`config.mk`:
```
export PLATFORM = sky130hd
export DESIGN_NAME = tlp_rw_demux
export DESIGN_NICKNAME = d
export VERILOG_FILES = /design/src/rtl/tlp_rw_demux.sv
export SDC_FILE = /design/constraint.sdc
export NUM_CORES = 1
export LEC_CHECK = 0
export CAP_MARGIN = 40
export CORE_AREA = 3 3 456 458
export DETAILED_ROUTE_END_ITERATION = 7
export DIE_AREA = 0 0 459 461
export RECOVER_POWER = 100
export SETUP_SLACK_MARGIN = 0.5
export SLEW_MARGIN = 20
export SYNTH_ARGS = -nofsm -noshare
export SYNTH_HDL_FRONTEND = slang
export SYNTH_SLANG_ARGS = --single-unit
```
`constraint.sdc`:
```
create_clock -name clk -period 2.87 [get_ports clk]
set_clock_uncertainty 0.05 [all_clocks]
set_input_delay 0.574 -clock clk [delete_from_list [all_inputs] [get_ports clk]]
set_output_delay 0.574 -clock clk [all_outputs]
set_load 0.02 [all_outputs]
```
`src/rtl/tlp_rw_demux.sv`:
```
// Two-way TLP demultiplexer: memory reads to the r port, memory writes to the w port, all else dropped.
// Optional drop counter output enabled by defining TLP_DEMUX_DROP_CNT_EN.
module tlp_rw_demux #(
  parameter int PORTS          = 2,
  parameter int DOUBLE_WORD    = 32,
  parameter int HEADER_SIZE    = 128,
  parameter int TLP_DATA_WIDTH = 256
) (
  input  logic                      clk,
  input  logic                      rst_n,
  input  logic [TLP_DATA_WIDTH-1:0] in_data,
  input  logic [HEADER_SIZE-1:0]    in_hdr,
  input  logic                      in_sop,
  input  logic                      in_eop,
  input  logic                      in_valid,
  output logic                      in_ready,
  output logic [TLP_DATA_WIDTH-1:0] r_out_data,
  output logic [HEADER_SIZE-1:0]    r_out_hdr,
  output logic                      r_out_sop,
  output logic                      r_out_eop,
  output logic                      r_out_valid,
  input  logic                      r_out_ready,
  output logic [TLP_DATA_WIDTH-1:0] w_out_data,
  output logic [HEADER_SIZE-1:0]    w_out_hdr,
  output logic                      w_out_sop,
  output logic                      w_out_eop,
  output logic                      w_out_valid,
  input  logic                      w_out_ready,
`ifdef TLP_DEMUX_DROP_CNT_EN
  output logic [15:0]               drop_cnt,
`endif
  input  logic                      enable
);

  typedef enum logic [1:0] {IDLE, RD, WR, DROP} state_t;

  localparam int RD_IDX = 0;
  localparam int WR_IDX = 1;

  state_t             state, state_nxt;
  state_t             hdr_dest, dest;
  logic               r_free, w_free, accept;
  logic [PORTS-1:0]   load;

  // Destination from header DW0: fmt = [31:29], type = [28:24].
  function automatic state_t decode(input logic [HEADER_SIZE-1:0] hdr);
    logic [2:0] fmt;
    logic [4:0] typ;
    fmt = hdr[DOUBLE_WORD-1 -: 3];
    typ = hdr[DOUBLE_WORD-4 -: 5];
    if (typ == 5'b00000 && (fmt == 3'b000 || fmt == 3'b001))
      return RD;
    else if (typ == 5'b00000 && (fmt == 3'b010 || fmt == 3'b011))
      return WR;
    else
      return DROP;
  endfunction

  function automatic logic [15:0] sat_inc(input logic [15:0] v);
    return (v == 16'hFFFF) ? v : v + 16'd1;
  endfunction

  always_comb begin
    hdr_dest  = decode(in_hdr);
    dest      = in_sop ? hdr_dest : state;
    r_free    = !r_out_valid || r_out_ready;
    w_free    = !w_out_valid || w_out_ready;
    in_ready  = 1'b0;
    load      = '0;
    state_nxt = state;

    // IDLE as a destination means a stray non-sop beat: consume it like DROP.
    case (dest)
      RD:      in_ready = !rst_n && enable && r_free;
      WR:      in_ready = !rst_n && enable && w_free;
      default: in_ready = !rst_n && enable;
    endcase

    accept       = in_valid && in_ready;
    load[RD_IDX] = accept && (dest == RD);
    load[WR_IDX] = accept && (dest == WR);

    if (accept) begin
      if (in_eop)
        state_nxt = IDLE;
      else if (in_sop)
        state_nxt = hdr_dest;
    end
  end

  always_ff @(posedge clk) begin
    if (rst_n)
      state <= IDLE;
    else
      state <= state_nxt;
  end

  // Output stage: one register per port, loaded on accept, cleared on drain.
  always_ff @(posedge clk) begin
    if (rst_n) begin
      r_out_valid <= 1'b0;
      r_out_sop   <= 1'b0;
      r_out_eop   <= 1'b0;
      r_out_data  <= '0;
      r_out_hdr   <= '0;
    end else if (load[RD_IDX]) begin
      r_out_valid <= 1'b1;
      r_out_sop   <= in_sop;
      r_out_eop   <= in_eop;
      r_out_data  <= in_data;
      r_out_hdr   <= in_hdr;
    end else if (r_out_ready) begin
      r_out_valid <= 1'b0;
    end
  end

  always_ff @(posedge clk) begin
    if (rst_n) begin
      w_out_valid <= 1'b0;
      w_out_sop   <= 1'b0;
      w_out_eop   <= 1'b0;
      w_out_data  <= '0;
      w_out_hdr   <= '0;
    end else if (load[WR_IDX]) begin
      w_out_valid <= 1'b1;
      w_out_sop   <= in_sop;
      w_out_eop   <= in_eop;
      w_out_data  <= in_data;
      w_out_hdr   <= in_hdr;
    end else if (w_out_ready) begin
      w_out_valid <= 1'b0;
    end
  end

`ifdef TLP_DEMUX_DROP_CNT_EN
  always_ff @(posedge clk) begin
    if (rst_n)
      drop_cnt <= '0;
    else if (accept && in_sop && hdr_dest == DROP)
      drop_cnt <= sat_inc(drop_cnt);
  end
`endif

endmodule

```
==> summary.md, run 1 <==
| Metric | Value |
|---|---|
| Startpoint Class | `input pin` |
| Grt met3 use | `between 6 and 7%` |
| FP Rows | `approximately 170` |
| Synth top area share | `around 50%` |
| CTS max path bufs | `3` |
| First-pass GRT wire length | `between 200000 and 250000 µm` |
| Clk root buf | `clkbuf_16` |
| Drt drc | `0` |
| Pwr/cell area | `between 400 and 500 nW/µm²` |
| Layout overhead on the synthesized area | `71.4%` |
| Worst-Skew Late Latency | `approximately 0.7 ns` |
| Worst-path clk slew | `about 0.06 ns` |
| R2r setup slk | `approximately 0.010 ns` |
| Utilization after layout | `25.8%` |
| Grt total ovfl | `0` |
| Leakage | `approximately 26 nW` |
| Crit-path most repeated cell | `buf_6` |
| Critical Path AT | `2.52 ns` |
| FFs w/ async S/R, synth | `0%` |
| Met2 Resource Use GR | `21.9%` |
| Gate Count Post-Synth | `2906` |
| RSZ-0062 raised after global routing | `yes` |
| Final Hold Vio Count | `0` |
| Worst hold path type | `in2reg` |
| Chip width | `around 460 µm` |
| Crit Path Category | `in2out` |
| CTS tree | `done` |
| M1 GR Usage | `15.2%` |
| Post-route setup slack | `-0.272 ns` |
| Chip Height | `461 µm` |
| Post-layout min period | `about 3.1 ns` |
| Worst Max-Slew Pin Slew | `1.02 ns` |
| Fin Hold WS | `roughly 0.13 ns` |
| Synth Flop Type | `dfxtp_1` |
| Core area | `204000 µm²` |
| Share of cells above drive strength 1 | `just over 10%` |
| Dominant cells by area after synthesis | `dfxtp_1 50%, mux2i_1 25%, nand2b_1 16%` |
| Max Freq | `roughly 0.32 GHz` |
| # setup viols final | `407` |
| Setup TNS Final | `-19.56 ns` |
| Antenna violations before repair | `17` |
| Synthesized area | `a little over 30000 µm²` |
| Fin area | `52800 µm²` |
| CP max-delay cell | `or4_4` |
| Avg Inst Size Synth | `between 10 and 15 µm²` |
| Net Count, Synth | `3300` |
| NumNets Final | `~4700` |
| Synth unique cells | `24` |
| Fin crit share | `109%` |
| Relative slew slack | `32.6%` |
| Max_cap viols | `0` |
| Worst-path maximum fanout | `3` |
| Failing checks | `setup timing` |
| Pins Over Slew Limit | `0` |
| Vias in the first global route | `around 26000` |
| Worst path top cell family by delay | `simple AND/OR/NAND/NOR gates` |
| Yosys top cell by area | `dfxtp_1` |
| Post-DP HPWL | `112000 µm` |
| # fillers | `around 22000` |
| Via density | `around 3.6` |
| Buffers on Ports | `between 1000 and 1500` |
| VDD IR max | `approximately 0.00048 V` |
| Full die area | `roughly 210000 µm²` |
| Post-synth top cells | `776 x dfxtp_1, 776 x nand2b_1, 774 x mux2i_1` |
| Buf/Inv on CP | `3` |
| Sequential share of the synthesized area | `about half` |
| Placer congestion estimate | `between 0.8 and 0.9` |
| Placed cell area | `between 40000 and 50000 µm²` |
| Synthesis warning total | `0` |
| Clock buffer count from CTS | `between 90 and 100` |
| First DRT Iteration DRCs | `between 1000 and 1500` |
| WL/cell | `~22 µm` |
| Initial core utilization | `roughly 15%` |
| Routed Wire Length | `~150000 µm` |
| GRT Overall Usage | `roughly 14%` |
| GRT busiest layer | `met2` |
| DRT Pass-1 Iters | `5` |
| Number of synthesized flops with an enable pin | `0` |
| Critical Path, Cell by Cell | `buf_6 > or4_4 > o22a_1 > inv_2 > ha_4 > or4b_4 > and3_4 > buf_6` |
| Vias | `roughly 25000` |
| Slowest Stage Delay on Critical Path | `roughly 0.54 ns` |
| Clock sinks | `776` |
| Setup crit end kind | `primary output` |
| Status | `finished, violations left` |
| IO Pins | `approximately 1200` |
| #FFs+latches synth | `approximately 780` |
| Worst endpoint required time | `2.25 ns` |
| Post-route ant nets | `0` |
| Largest net degree at the start of global routing | `191` |
| H-tree Lvls | `3` |
## area by class of cell
cell class,instances,area [µm²],share of cell area [%]
Antenna cell,11,27.5,0.0521
Clock buffer,139,2650,5.01
Clock inverter,30,500,0.948
Inverter,388,1460,2.76
Multi-Input combinational cell,1570,12900,24.4
Sequential cell,776,15500,29.4
Tap cell,2688,3360,6.37
Timing Repair Buffer,1429,16400,31.0
## power by group
part           internal [W]  leakage [nW]  total, W  switching, W
Clock               0.00707          1.53    0.0121       0.00508
Sequential           0.0110          6.28    0.0112      0.000163
Combinational       0.00148          18.6   0.00283       0.00135
Total                0.0196          26.4    0.0262       0.00660
## per-layer routing
metal	part of all wire, %	wire (µm)
met1	39	58900
met2	46	70300
met3	11	17000
met4	4.2	6370
met5	0	0
## cells by family after synthesis
group	share of synthesized area, %
and+or+nand+nor	16.1
buffers and inverters	8.13
adders and majority gates	0.0812
DFF	50.4
AOI/OAI and AO/OA	0.146
muxes	25.1
## worst min-delay path, stage by stage
cell	delay, ns
buf_2	0.09
inv_1	0.08
mux2i_1	0.13
## flip-flops by register name, indices dropped and copies added, names as in the netlist
register and flops:
r_out_hdr 128, w_out_data 256, state 2, w_out_hdr 128, r_out_eop 1, w_out_eop 1
w_out_valid 1, r_out_data 256, r_out_valid 1, w_out_sop 1, r_out_sop 1
## repair_timing
action                      CTS  global route
hold buffers                  0             0
setup buffers                61            28
pin swaps                     9             5
gates resized for setup     264           227
cloned                       59            12
setup endpoints to repair  1432          1428
## metrics by stage
| step | std cells | total power [W] | worst slack [ns] |
|---|---|---|---|
| after floorplan | 2906 | 0.0125 | -0.0655 |
| after global placement | 6691 | 0.0140 | -1.15 |
| after detailed placement | 6691 | 0.0140 | -1.09 |
| after CTS | 6980 | 0.0266 | -0.287 |
| after global routing | 7029 | 0.0272 | -0.310 |
| final | 7031 | 0.0262 | -0.272 |
## final timing paths
path | from | to | cells past startpoint
worst max register to register | state[0]$_SDFFE_PP0N_ | w_out_data[29]$_SDFFE_PP0P_ | 17
worst max-delay path | in_hdr[25] | in_ready | 8
worst min register to register | w_out_hdr[21]$_SDFFE_PP0P_ | w_out_hdr[21]$_SDFFE_PP0P_ | 2
worst min-delay path | in_hdr[26] | w_out_hdr[26]$_SDFFE_PP0P_ | 3
## placed cells by master, fill, tap and decap left out, drive strengths merged, types with 2 or more instances in the layout
cell	n
clkdlybuf4s50	1005
nand2b	776
dfxtp	776
mux2i	774
inv	389
buf	262
clkbuf	237
dlymetal6s2s	61
clkinv	21
diode	11
bufinv	7
nand4	2
o221ai	2
a21oi	2
o22a	2
or4b	2
ha	2
nand4bb	2
clkdlybuf4s15	2
No activity file was read; power rests on OpenSTA's default activity.
==> inputs of run 2 (changes only) <==
==> constraint.sdc (replaced) <==
create_clock -name clk -period 3.9 [get_ports clk]
set_clock_uncertainty 0.05 [all_clocks]
set_input_delay 0.78 -clock clk [delete_from_list [all_inputs] [get_ports clk]]
set_output_delay 0.78 -clock clk [all_outputs]
set_load 0.02 [all_outputs]
==> summary.md, run 2 (synthesis results as in run 1) <==
| Metric | Value |
|---|---|
| Post-route ant nets | `0` |
| FP Rows | `166` |
| CTS max path bufs | `3` |
| Share of cells above drive strength 1 | `under 10%` |
| Largest net degree at the start of global routing | `about 270` |
| Vias in the first global route | `about 25000` |
| WL/cell | `roughly 22 µm` |
| Buffers on Ports | `about 1200` |
| Clk root buf | `clkbuf_16` |
| Initial core utilization | `15.1%` |
| Core area | `approximately 200000 µm²` |
| IO Pins | `between 1000 and 1500` |
| Buf/Inv on CP | `3` |
| First-pass GRT wire length | `200000 µm` |
| R2r setup slk | `around 0.63 ns` |
| Pwr/cell area | `390 nW/µm²` |
| Non-Filler Instances | `between 6000 and 7000` |
| Worst path top cell family by delay | `simple AND/OR/NAND/NOR gates` |
| Cells on worst reg2reg path | `11` |
| Post-layout min period | `roughly 3.7 ns` |
| Clock network fraction of total power | `a little under half` |
| Drt drc | `0` |
| CP endpoint | `in_ready` |
| CP startpoint | `in_hdr[27]` |
| Worst-path clk slew | `roughly 0.06 ns` |
| Final Hold Vio Count | `0` |
| Relative slew slack | `~16%` |
| Chip width | `roughly 460 µm` |
| Hold_buf cts | `0` |
| Worst-path maximum fanout | `4` |
| Post-route setup slack | `~0.22 ns` |
| CP max-delay cell | `or4_1` |
| DRT Pass-1 Iters | `5` |
| H-tree Lvls | `3` |
| Critical Path AT | `2.85 ns` |
| Reg2reg end | `r_out_hdr[56]$_SDFFE_PP0P_` |
| Setup TNS Final | `0 ns` |
| Placer congestion estimate | `between 0.8 and 0.9` |
| Pins Over Slew Limit | `0` |
| Full die area | `212000 µm²` |
| Critical Path, Cell by Cell | `clkbuf_1 > or4_1 > o22a_1 > inv_1 > ha_1 > or4b_1 > and3_4 > buf_6` |
| Slowest Stage Delay on Critical Path | `roughly 0.6 ns` |
| Vias | `24400` |
| Routed Wire Length | `149000 µm` |
| Worst-Skew Late Latency | `about 0.70 ns` |
| First DRT Iteration DRCs | `1253` |
| Max Freq | `between 0.2 and 0.3 GHz` |
| Combinational share of power | `a little under 10%` |
| P_int | `around 0.014 W` |
| Grt total ovfl | `0` |
| Crit Path Category | `in2out` |
| Chip Height | `461 µm` |
| Clock sinks | `approximately 780` |
| Switching power | `approximately 0.0048 W` |
| Setup crit end kind | `primary output` |
| CTS tree | `done` |
| Leakage | `around 26 nW` |
| Status | `finished, final reports clean` |
| # setup viols final | `0` |
| Via density | `3.55` |
| Post-DP HPWL | `122000 µm` |
| Layout overhead on the synthesized area | `57.9%` |
| Startpoint Class | `input pin` |
| RSZ-0062 raised after global routing | `yes` |
| GRT Overall Usage | `13.4%` |
| Worst hold path type | `in2reg` |
| Worst Max-Slew Pin Slew | `~1.3 ns` |
| Worst endpoint required time | `3.07 ns` |
| Most frequent cells in the layout | `776 x nand2b_1, 776 x dfxtp_1, 774 x mux2i_1` |
| Placed Cells | `6697` |
| Worst reg2reg path startpoint | `state[0]$_SDFFE_PP0N_` |
| Utilization after layout | `23.8%` |
| Sw Share | `approximately a quarter` |
| VDD IR max | `between 0.0003 and 0.0004 V` |
| Sequential share of power | `between 40 and 50%` |
| Biggest regs | `r_out_data: 256 flops, w_out_data: 256 flops` |
| Clock buffer count from CTS | `between 90 and 100` |
| NumNets Final | `4498` |
| Antenna violations before repair | `19` |
| Fin crit share | `94.4%` |
| Max_cap viols | `0` |
| Post-placement setup slack | `-0.647 ns` |
| Worst path depth | `8` |
[run 2: cell types whose count changed in the layout (fill, tap and decap cells not counted), moves of 12 or more]
cell             delta
dlygate4sd3_1     +772
clkdlybuf4s50_1   -623
buf_16             -78
dlymetal6s2s_1     -61
buf_12             -54
buf_8              -50
buf_6              -37
clkbuf_1           -29
clkbuf_2           +15
mux2i_1            +13
mux2i_2            -12
[run 2: cell type report]
cell class / count / area, µm²
clock buffers: 135 / 2630
diodes: 9 / 22.5
clock inverters: 26 / 435
inverters: 388 / 1460
well taps: 2688 / 3360
fillers: 22000 / 156000
multi-input cells: 1570 / 12800
repair buffers: 1277 / 12400
flip-flops and latches: 776 / 15500
[run 2: power by group through the flow]
stage | combinational [W] | sequential, W | clock [W]
after global routing | 0.00199 | 0.00824 | 0.00945
after CTS | 0.00198 | 0.00823 | 0.00917
after global placement | 0.00196 | 0.00840 | 0
after floorplan | 0.000568 | 0.00861 | 0
after detailed placement | 0.00197 | 0.00840 | 0
final | 0.00187 | 0.00822 | 0.00888
[run 2: worst min-delay path, cell delays in order]
cell and delay, ns:
buf_6 0.07, buf_4 0.09, inv_1 0.05, mux2i_1 0.11
[run 2: through the flow]
stage	hold WS [ns]	total power (W)	cell area (µm²)
after detailed placement	0.414	0.0104	46000
after CTS	0.322	0.0194	49100
after global routing	0.342	0.0197	48600
after global placement	0.409	0.0104	46000
after floorplan	0.415	0.00918	30800
final	0.390	0.0190	48700
[run 2: routing by layer]
layer / track usage, % / part of all wire (%)
met2: 20.0 / 42
met4: 5.26 / 3.8
met5: 0 / 0.028
met3: 8.86 / 15
met1: 15.1 / 39
[run 2: worst min path at each step]
stage | start | endpoint | slack [ns] | depth (start not counted)
after CTS | in_hdr[30] | w_out_hdr[30]$_SDFFE_PP0P_ | 0.32 | 4
after floorplan | state[0]$_SDFFE_PP0N_ | state[0]$_SDFFE_PP0N_ | 0.42 | 2
after detailed placement | w_out_hdr[61]$_SDFFE_PP0P_ | w_out_hdr[61]$_SDFFE_PP0P_ | 0.41 | 2
after global placement | w_out_data[175]$_SDFFE_PP0P_ | w_out_data[175]$_SDFFE_PP0P_ | 0.41 | 2
final | in_hdr[26] | w_out_hdr[26]$_SDFFE_PP0P_ | 0.39 | 4
after global routing | in_hdr[26] | w_out_hdr[26]$_SDFFE_PP0P_ | 0.34 | 4
[run 2: repair_timing]
item                                   in CTS  in global routing
setup endpoints to repair                   5                  1
resized for setup                          43                  3
endpoints found under the hold margin       0                  0
setup buffers                               2                  0
pin swaps                                   6                  4
==> inputs of run 3 (changes only) <==
--- a/config.mk
+++ b/config.mk
@@ -10,8 +10,8 @@
 export DETAILED_ROUTE_END_ITERATION = 7
 export DIE_AREA = 0 0 459 461
 export RECOVER_POWER = 100
+export REMOVE_ABC_BUFFERS = 1
 export SETUP_SLACK_MARGIN = 0.5
-export SLEW_MARGIN = 20
 export SYNTH_ARGS = -nofsm -noshare
 export SYNTH_HDL_FRONTEND = slang
 export SYNTH_SLANG_ARGS = --single-unit
==> summary.md, run 3 (synthesis results as in run 1) <==
| Metric | Value |
|---|---|
| Worst-path clk slew | `approximately 0.06 ns` |
| Worst endpoint required time | `between 3 and 4 ns` |
| Startpoint Class | `input pin` |
| Via density | `around 3.5` |
| Multi-input logic area | `roughly 13000 µm²` |
| VDD IR max | `around 0.00026 V` |
| Max Freq | `~0.27 GHz` |
| Worst-path maximum fanout | `3` |
| Post-DP HPWL | `~120000 µm` |
| Setup crit end kind | `primary output` |
| Relative slew slack | `around a third` |
| Most frequent cells in the layout | `776 x nand2b_1, 776 x dfxtp_1, 774 x mux2i_1, 774 x dlygate4sd3_1, 387 x inv_1` |
| Post-layout min period | `3.72 ns` |
| Pins Over Slew Limit | `0` |
| Critical Path AT | `2.89 ns` |
| Initial core utilization | `about 15%` |
| Leakage | `25.9 nW` |
| Max_cap viols | `0` |
| Register area | `15500 µm²` |
| Crit Path Category | `in2out` |
| Chip width | `approximately 460 µm` |
| Post-route ant nets | `0` |
| Antenna violations before repair | `7` |
| Vias | `roughly 24000` |
| First-pass GRT wire length | `196000 µm` |
| DRT Pass-1 Iters | `5` |
| RSZ-0062 raised after global routing | `yes` |
| FP Rows | `~170` |
| CTS max path bufs | `3` |
| Clock buffer count from CTS | `92` |
| Chip Height | `~460 µm` |
| Clk root buf | `clkbuf_16` |
| Drt drc | `0` |
| Routed Wire Length | `around 140000 µm` |
| Full die area | `between 200000 and 250000 µm²` |
| CTS tree | `done` |
| WL/cell | `20.9 µm` |
| Biggest regs | `r_out_data: 256 flops, w_out_data: 256 flops` |
| GRT Overall Usage | `roughly an eighth` |
| Layout overhead on the synthesized area | `58.0%` |
| First DRT Iteration DRCs | `~1100` |
| Fin crit share | `approximately 95%` |
| Worst hold path type | `in2reg` |
| R2r setup slk | `0.49 ns` |
| Worst-Skew Late Latency | `approximately 0.74 ns` |
| Vias in the first global route | `about 25000` |
| # fillers | `approximately 22000` |
| # setup viols final | `0` |
| H-tree Lvls | `3` |
| Worst Max-Slew Pin Slew | `a little over 1 ns` |
| Placer congestion estimate | `0.856` |
| Status | `finished, final reports clean` |
| Pwr/cell area | `about 390 nW/µm²` |
| Utilization after layout | `between 20% and 30%` |
| Core area | `about 200000 µm²` |
| Share of cells above drive strength 1 | `~5.2%` |
| Pwr Total | `around 0.019 W` |
| Buffers on Ports | `between 1000 and 1500` |
| NumNets Final | `4482` |
| Largest net degree at the start of global routing | `around 180` |
| Clock sinks | `just under 800` |
| Grt total ovfl | `0` |
| Final Hold Vio Count | `0` |
| IO Pins | `approximately 1200` |
run 3: cell count changes in the layout (fill, tap and decap cells not counted), moves of 3 or more:
cell and change:
clkbuf_1 -22, buf_4 +11, clkbuf_2 -10, clkinv_2 +6, clkbuf_8 +4, clkinv_16 +4, buf_12 -3, inv_16 -3
inv_6 +3
run 3: final timing paths:
kind              cells after the start                       start                           to
setup / recovery                      8                  in_hdr[25]                     in_ready
hold / removal                        3                  in_hdr[31]   w_out_hdr[31]$_SDFFE_PP0P_
setup reg to reg                     11       state[0]$_SDFFE_PP0N_  r_out_data[77]$_SDFFE_PP0P_
hold reg to reg                       2  r_out_hdr[70]$_SDFFE_PP0P_   r_out_hdr[70]$_SDFFE_PP0P_
run 3: layout make-up:
type / count / share of cell area, %
Tap cell: 2688 / 6.91
Sequential cell: 776 / 31.9
Clock inverter: 31 / 0.933
Inverter: 388 / 2.99
Multi-Input combinational cell: 1570 / 26.3
Antenna cell: 7 / 0.0360
Timing Repair Buffer: 1260 / 25.4
Clock buffer: 137 / 5.51
run 3: through the flow:
stage	hold slack, ns	TNS (ns)	cells	worst slack (ns)	area [µm²]
after floorplan	0.415	-	2734	-17.00	29800
after global placement	0.410	-153.48	6680	-0.656	45800
after detailed placement	0.415	-133.19	6680	-0.635	45800
after CTS	0.201	0	6850	0.285	48900
after global routing	0.257	0	6854	0.139	48700
final	0.307	0	6857	0.176	48700
run 3: critical path, cell delays in order:
cell      delay, ns
clkbuf_1       0.12
or4_1          0.62
o22a_1         0.25
clkbuf_1       0.14
ha_4           0.17
or4b_4         0.51
and3_4         0.17
buf_6          0.13
run 3: what timing repair did:
item,CTS,global route
buffers inserted,2,0
pin swaps,6,4
hold buffers,0,0
setup endpoints to repair,17,1
resized for setup,49,9
gates cloned,0,0
run 3: where the power goes:
part	leakage, nW	internal, W	switching (W)
Sequential	6.28	0.00812	0.000103
Clock	1.53	0.00514	0.00373
Combinational	18.1	0.000901	0.000947
run 3: routing by layer:
metal  wire [µm]  part of all wire [%]  GRT usage, %
met1       57800                    40          14.9
met5          13                0.0091             0
met3       16700                    12          6.54
met2       65100                    45          20.9
met4        3550                   2.5          3.69
==> RTL edit (config.mk and constraints of run 1) <==
The option `TLP_DEMUX_DROP_CNT_EN` is turned on by a define.
--- a/src/rtl/tlp_rw_demux.sv
+++ b/src/rtl/tlp_rw_demux.sv
@@ -1,5 +1,7 @@
 // Two-way TLP demultiplexer: memory reads to the r port, memory writes to the w port, all else dropped.
 // Optional drop counter output enabled by defining TLP_DEMUX_DROP_CNT_EN.
+`define TLP_DEMUX_DROP_CNT_EN
+
 module tlp_rw_demux #(
   parameter int PORTS          = 2,
   parameter int DOUBLE_WORD    = 32,
New outputs: drop_cnt. Check against the original RTL: not settled (the Yosys comparison gave no result); the edit may change what the design does.
==> RTL edit against run 1 <==
The flow still finishes with violations (setup timing). Power increased by 1.9%. Design area increased by 1.4%. Maximum frequency decreased by 6.9%. Global-route usage increased by 3.2 points. Synthesized cell count increased by 19%. Sequential cell count increased by 16. Routed wire length increased by 24%. Via count increased by 22%. Synthesized area decreased by 12%. Setup slack got worse by 0.23 ns. Critical endpoint is now r_out_hdr[1]. Largest cell class unchanged. Largest power group unchanged.
==> RTL edit: results (changes against run 1) <==
metric;value;unit;change
status;finished with violations;;unchanged
failing checks;setup timing;;unchanged
initial antenna violation count;46;;was 17
setup TNS;-179.39;ns;was -19.56 ns
input/output buffers;1182;;was 1166
FF+latch area;15900;sq um;was 15500 sq um
sequential area share after synthesis;58.2;%;was 50.4%
Post-Synthesis Net Count;3867;;was 3300
layout cells sized above 1;24.1;%;was 10.3%
RePlAce Congestion;0.887;;was 0.866
post-synthesis cell type count;38;;was 24
WHS Path Cells;4;;was 3
Worst-Skew Late Latency;0.74;ns;was 0.70 ns
Nets;5175;;was 4650
Rel. slew slack;8.77;%;was 32.6%
Crit Path Max Fanout;8;;was 3
synth top area cells;dfxtp_1, nand2_1, a21oi_1;;was dfxtp_1, mux2i_1, nand2b_1
Pint;19.8;mW;was 19.6 mW
first-pass GRT wire length;248000;microns;was 203000 microns
Resize count post-CTS;814;;was 264
Final Setup Violations;671;;was 407
CTS Buf Count;95;;was 91
Total GRT Usage;16.8;%;was 13.6%
fraction of area in multi-input gates;26.1;%;was 24.4%
vias in the first global route;30400;;was 25900
PnR worst setup slack;-0.503;ns;was -0.272 ns
[RTL edit: cell types whose count changed after synthesis, moves of 17 or more]
cell and change:
nor2_1 +17, clkbuf_1 +104, a21oi_1 +777, mux2i_1 -770
nand2_1 +1550, nand2b_1 -771, inv_1 -383, buf_6 -32
buf_2 +26
[RTL edit: kinds of logic (layout without fill, tap and decap cells)]
kind of cell	count (synthesis)	in the layout	synth area share (%)
adder cells (fa/ha/maj)	3	3	0.138
buffers and inverters	264	1650	3.94
flip-flops	792	792	58.2
XOR/XNOR	5	5	0.161
AND/OR/NAND/NOR	1612	1612	22.7
multiplexers	5	5	0.188
AO/OA/AOI/OAI	791	791	14.7
other	0	29	0
[RTL edit: metal layers]
metal  GRT usage (%)  up-vias  routed length, microns
li1                -    13900                       -
met1            17.8    14700                   67700
met2            26.9     1463                   85000
met3            8.47      399                   23900
met4            9.58       20                   12400
met5           0.459        -                     241
[RTL edit: critical path, stage by stage]
cell and delay [ns]:
buf_6 0.09, or4_4 0.60, nor3_4 0.33, a31oi_4 0.16, ha_4 0.32, nand4bb_4 0.15
buf_6 0.10, nand4b_1 0.11, buf_4 0.18, or2_4 0.25, buf_6 0.13, buf_12 0.12
buf_12 0.13, buf_12 0.12, buf_16 0.16, buf_6 0.13, buf_8 0.13, nand2_4 0.05
a21oi_2 0.04
[RTL edit: stage by stage]
stage | hold slack (ns) | total power, mW | area, sq um | instances
detailed placement | 0.393 | 13.4 | 43000 | 7220
floorplan | 0.431 | 12.1 | 27700 | 3472
global route | 0.164 | 27.6 | 53500 | 7568
global placement | 0.387 | 13.4 | 43000 | 7220
CTS | 0.105 | 27.0 | 51800 | 7532
finish | 0.199 | 26.7 | 53500 | 7575
